File: config.mk
export PLATFORM = sky130hd
export DESIGN_NAME = fft_result_buffer
export DESIGN_NICKNAME = d
export VERILOG_FILES = /design/src/rtl/fft_result_buffer.sv
export SDC_FILE = /design/constraint.sdc
export NUM_CORES = 1
export LEC_CHECK = 0
export CAP_MARGIN = 20
export CORE_ASPECT_RATIO = 1.1
export CORE_UTILIZATION = 35
export DETAILED_ROUTE_END_ITERATION = 10
export SLEW_MARGIN = 5
export SYNTH_ARGS = -nofsm -noshare
export SYNTH_HDL_FRONTEND = slang
export SYNTH_SLANG_ARGS = --single-unit
export TNS_END_PERCENT = 10
File: constraint.sdc
create_clock -name clk -period 3.4 [get_ports clk]
set_input_delay 1.02 -clock clk [delete_from_list [all_inputs] [get_ports clk]]
set_output_delay 1.02 -clock clk [all_outputs]
set_load 0.02 [all_outputs]
File: src/rtl/fft_result_buffer.sv
// fft_result_buffer
// Collects a frame of N FFT result words from a valid/ready stream into a
// working buffer. Each complete frame is copied to data_bus, and start_spi
// pulses to announce it. After each commit, data_bus stays frozen for
// HOLD_CYCLES cycles so the downstream serializer can shift it out. During
// that hold the next frame keeps filling; only its commit waits for the hold
// to expire.
//
// Ports
//   clk        sole clock, rising edge
//   rst_n      asynchronous active-low reset
//   in_data    FFT result word (MSB bits)
//   in_valid   in_data valid
//   in_last    final word of frame, qualified by in_valid
//   in_ready   buffer accepts a word this cycle
//   err_clr    clears frame_err
//   data_bus   committed frame (N*MSB bits), word j at [(j+1)*MSB-1 : j*MSB]
//   start_spi  one-cycle pulse: new frame on data_bus
//   busy       hold counter nonzero
//   frame_err  sticky framing error
module fft_result_buffer #(
    parameter int N           = 32,
    parameter int MSB         = 8,
    parameter int HOLD_CYCLES = 4096
) (
    input  logic             clk,
    input  logic             rst_n,
    input  logic [MSB-1:0]   in_data,
    input  logic             in_valid,
    input  logic             in_last,
    output logic             in_ready,
    input  logic             err_clr,
    output logic [N*MSB-1:0] data_bus,
    output logic             start_spi,
    output logic             busy,
    output logic             frame_err
);

    localparam int IDX_W  = (N > 1) ? $clog2(N) : 1;
    localparam int HOLD_W = (HOLD_CYCLES > 0) ? $clog2(HOLD_CYCLES + 1) : 1;

    typedef enum logic [1:0] {
        ST_FILL   = 2'd0,
        ST_FULL   = 2'd1,
        ST_COMMIT = 2'd2
    } state_t;

    state_t             state_r, state_s;
    logic [IDX_W-1:0]   idx_r, idx_s;
    logic [N*MSB-1:0]   work_r, work_s;
    logic [N*MSB-1:0]   bus_r, bus_s;
    logic [HOLD_W-1:0]  hold_r, hold_s;
    logic               err_r, err_s;
    logic               err_new_s;
    logic               accept_s;
    logic               last_idx_s;

    // Next-state, datapath and error logic; all targets default to their current value.
    always_comb begin
        state_s    = state_r;
        idx_s      = idx_r;
        work_s     = work_r;
        bus_s      = bus_r;
        hold_s     = hold_r;
        err_new_s  = 1'b0;
        accept_s   = in_valid && (state_r == ST_FILL);
        last_idx_s = (idx_r == IDX_W'(N - 1));

        // Hold counter free-runs down to zero regardless of state.
        if (hold_r != {HOLD_W{1'b0}}) begin
            hold_s = hold_r - HOLD_W'(1);
        end else begin
            hold_s = hold_r;
        end

        case (state_r)
            ST_FILL: begin
                if (accept_s) begin
                    if (last_idx_s) begin
                        // Final slot: the frame is committed even when in_last is
                        // missing; the missing marker is only flagged.
                        work_s[idx_r*MSB +: MSB] = in_data;
                        idx_s                    = {IDX_W{1'b0}};
                        state_s                  = ST_FULL;
                        err_new_s                = !in_last;
                    end else if (in_last) begin
                        // Early in_last: drop the partial frame and restart at word 0.
                        idx_s     = {IDX_W{1'b0}};
                        err_new_s = 1'b1;
                    end else begin
                        work_s[idx_r*MSB +: MSB] = in_data;
                        idx_s                    = idx_r + IDX_W'(1);
                    end
                end else begin
                    state_s = ST_FILL;
                end
            end
            ST_FULL: begin
                if (hold_r == {HOLD_W{1'b0}}) begin
                    bus_s   = work_r;
                    state_s = ST_COMMIT;
                end else begin
                    state_s = ST_FULL;
                end
            end
            ST_COMMIT: begin
                hold_s  = HOLD_W'(HOLD_CYCLES);
                state_s = ST_FILL;
            end
            default: begin
                state_s = ST_FILL;
                idx_s   = {IDX_W{1'b0}};
            end
        endcase

        // A new error takes priority over a simultaneous clear.
        if (err_new_s) begin
            err_s = 1'b1;
        end else if (err_clr) begin
            err_s = 1'b0;
        end else begin
            err_s = err_r;
        end
    end

    // State and datapath registers with asynchronous reset.
    always_ff @(posedge clk or negedge rst_n) begin
        if (!rst_n) begin
            state_r <= ST_FILL;
            idx_r   <= {IDX_W{1'b0}};
            work_r  <= {(N*MSB){1'b0}};
            bus_r   <= {(N*MSB){1'b0}};
            hold_r  <= {HOLD_W{1'b0}};
            err_r   <= 1'b0;
        end else begin
            state_r <= state_s;
            idx_r   <= idx_s;
            work_r  <= work_s;
            bus_r   <= bus_s;
            hold_r  <= hold_s;
            err_r   <= err_s;
        end
    end

    assign in_ready  = (state_r == ST_FILL);
    assign start_spi = (state_r == ST_COMMIT);
    assign busy      = (hold_r != {HOLD_W{1'b0}});
    assign data_bus  = bus_r;
    assign frame_err = err_r;

endmodule

==> metrics.md <==
| Metric | Value |
|---|---|
| Outcome | finished clean |
| Final period util | 94.4% |
| Most used routing layer | met2 |
| # rows | 97 |
| Clock power share | 44.6% |
| Nature of the critical path endpoint | output port |
| Synth top area cells | dfrtp_1, mux2_4, mux2_2, o31ai_1, buf_12 |
| Root buf cell | clkbuf_16 |
| Port buffer count | 272 |
| Die W | 245 um |
| Peak fanout along the critical path | 4 |
| Seq/Total Area, Yosys | 58.8% |
| Fill count | 5685 |
| Final Hold Viols | 0 |
| DIE AREA | ~66000 um^2 |
| Total gr overflow | 0 |
| Gate power share | slightly below 7% |
| Max-slew violation count | 0 |
| Initial antenna violation count | 5 |
| Worst setup path class | reg -> out |
| Fin Setup TNS | 0 ns |
| Max VDD drop | 0.344 mV |
| Syn Std Cell Area | 22700 um^2 |
| Via Count | around 14000 |
| Core Util, Final | between 40% and 50% |
| Tightest Hold Check Type | in -> async |
| Post-synth top cells | dfrtp_1, mux2_4, mux2_2 |
| CTS Buf Count | 53 |
| Number of remaining DRC errors | 0 |
| Ys Warns | 0 |
| Startpoint Class | register |
| Slew headroom | ~40% |
| Post-route ant nets | 0 |
| GRT Total Usage | ~18% |
| Syn nets | 1643 |
| Placed instance area | approximately 27000 um^2 |
| Area leader, netlist | dfrtp_1 |
| Dpl ws | -0.0489 ns |
| Post-synth cell types | 60 |
| Vias in the first global route | between 10000 and 15000 |
| Final GP Congestion | between 0.8 and 0.9 |
| Reg2reg setup slack | about 0.27 ns |
| Nets | 1954 |
| R2r startpoint | idx_r[1] |
| Required @ worst endpoint | 2.38 ns |
| Largest net degree at the start of global routing | 93 |
| Htree depth | 2 |
| Slowest stage delay, CP | 0.41 ns |
| Final Instance Area | 28500 um^2 |
| First-pass GRT wire length | 93400 um |
| CP max stage cell | dfrtp_1 |
| WL/cell | around 22 um |
| CP Buf/Inv Count | 2 |
| CTS max path bufs | 3 |
| Final Skew | 0.0273 ns |
| Die height | around 270 um |
| Max Clock Freq | 312 MHz |
| RSZ-0062 raised after global routing | false |
| CP delay by family, top | simple AND/OR/NAND/NOR gates |
| Sequential Power Share | 48.5% |
| Reg-to-reg critical path endpoint | work_r[179] |
| Starting Density | between 30% and 40% |
| Share of layout cells above drive strength 1 | between 20% and 30% |
| Async S/R FF share, synth | 100% |
| Top cell type's share of synthesized area | 58.8% |
| Hold buffer count at cts | 0 |
| Pwr Total | 13500 uW |
| CTS Sinks | around 530 |
| Worst Max-Slew Pin Slew | around 0.92 ns |
| R2r worst-path depth | 10 |
| Avg Cell Area, Syn | 14.0 um^2 |
| Most frequent cell after synthesis | dfrtp_1 |
| Final worst slack | roughly 0.19 ns |
| Min Tclk post-route | 3.21 ns |
| Routed vias/inst | just over 5 |
| Main synth FF type | dfrtp_1 |
| Clock latency at the later pin of the worst-skew pair | around 0.60 ns |
| Core Region | 64000 um^2 |
| Register bit total from synthesis | about 530 |
| Switching pwr | 3260 uW |
| Leakage | ~0.013 uW |
| Dpl hpwl | 41900 um |
| Gate Count Post-Synth | 1621 |
| Routed WL | 60500 um |
| CTS tree | done |
| Ports | 273 |
| Switching Share | 24.2% |
| Finish-stage setup viols | 0 |
| CP Cell Sequence | inv_1 > ha_1 > nor4b_2 > nand4b_1 > dlygate4sd2_1 |
| First-pass DRT Iterations | 5 |
| P_int | 10200 uW |
| GR Layer Usage met1 | 24.6% |
| Number of synthesized flops with an enable pin | 0 |
| Synth-to-layout area growth | 25.4% |
| Pwr dens | 473 nW/um^2 |
| Grt met2 use | a little under a third |
| M3 GR Usage | 3.29% |
| Clock edge transition at the registers on the reported setup and hold paths | 0.06 ns |
| Max-cap violations | 0 |
| CP arrival | approximately 2.2 ns |
| DRT iter0 DRCs | 811 |
## power by group through the flow
stage	registers, uW	clock network, uW	logic [uW]
floorplan	6610	0	475
global placement	6640	0	918
detailed placement	6650	0	942
CTS	6530	6170	946
global route	6540	6420	1020
finish	6530	6010	934
## cells by family after synthesis
| kind of cell | Yosys count | synth area share, % |
|---|---|---|
| adders and majority gates | 9 | 0.496 |
| buffers and inverters | 144 | 4.24 |
| and+or+nand+nor | 322 | 7.47 |
| AOI/OAI and AO/OA | 217 | 6.30 |
| muxes | 390 | 22.5 |
| DFF | 533 | 58.8 |
| xor gates and xnor gates | 6 | 0.231 |
## worst reg2reg max path: cells and delay by family, from the launching register on
| kind | cells | cell delay (ns) |
|---|---|---|
| adders and majority gates | 3 | 0.69 |
| buffers and inverters | 2 | 0.21 |
| DFF | 1 | 0.58 |
| muxes | 1 | 0.34 |
| and+or+nand+nor | 4 | 1.21 |
## metrics by stage
step           hold slack (ns)  cells
6_report                 0.462   2814
3_3_place_gp             0.459   2718
4_1_cts                  0.480   2813
5_1_grt                  0.495   2814
3_5_place_dp             0.466   2718
2_1_floorplan            0.444   1621
## per-layer routing
metal / vias to the layer above / wire length (um)
met5: - / 0
met4: 0 / 1810
li1: 6412 / -
met3: 108 / 3160
met1: 7266 / 26600
met2: 408 / 28900
## registers in the layout, indices dropped and copies added (netlist names)
signal and cells:
data_bus 256, work_r 256, hold_r 13, idx_r 5, state_r 2, frame_err 1
## layout by cell type (no fill, tap or decap), drive strengths merged, types with 2 or more instances in the layout
cell and instances:
a21o 2, xnor2 4, o21bai 2, bufinv 4, clkinv 9, a211o 2, dfrtp 533, nand2b 9
a211oi 2, o21ai 89, a2111oi 2, nand4b 3, xor2 2, nand3b 3, inv 35, a31oi 2
buf 95, or4b 2, or2 4, clkbuf 79, mux2i 27, nor4 2, nor3b 2, mux2 363
nand2 94, clkinvlp 2, nor3 47, a21oi 6, or3 9, o31ai 78, and3 27, nand3 42
nor2b 16, a22o 26, clkdlybuf4s50 270, nand4 13, and2 4, ha 9, nor2 38
## cell type report
class | count | area (um^2) | area share (%)
clock buffers | 79 | 1590 | 5.58
diodes | 1 | 2.50 | 0.00879
multi-input cells | 944 | 8460 | 29.7
clock inverters | 16 | 193 | 0.677
inverters | 34 | 128 | 0.448
flip-flops and latches | 533 | 13300 | 46.9
well taps | 841 | 1050 | 3.70
repair buffers | 366 | 3690 | 13.0
## worst max path at each step
stage                          from  cells past startpoint           to  slack, ns
after floorplan            idx_r[0]                     10  work_r[240]       0.42
after global placement      in_last                      7  work_r[243]      -0.04
after detailed placement    in_last                      7  work_r[176]      -0.05
after CTS                 hold_r[0]                      5         busy       0.16
after global routing       idx_r[1]                     10  work_r[176]       0.04
final                     hold_r[0]                      5         busy       0.19
## what timing repair did
item	in CTS	in global routing
endpoints found under the setup margin	1	0
buffers inserted	0	0
hold endpoints to repair	0	0
gates resized for setup	1	0
Note: power is estimated with default switching activity, not from simulation.
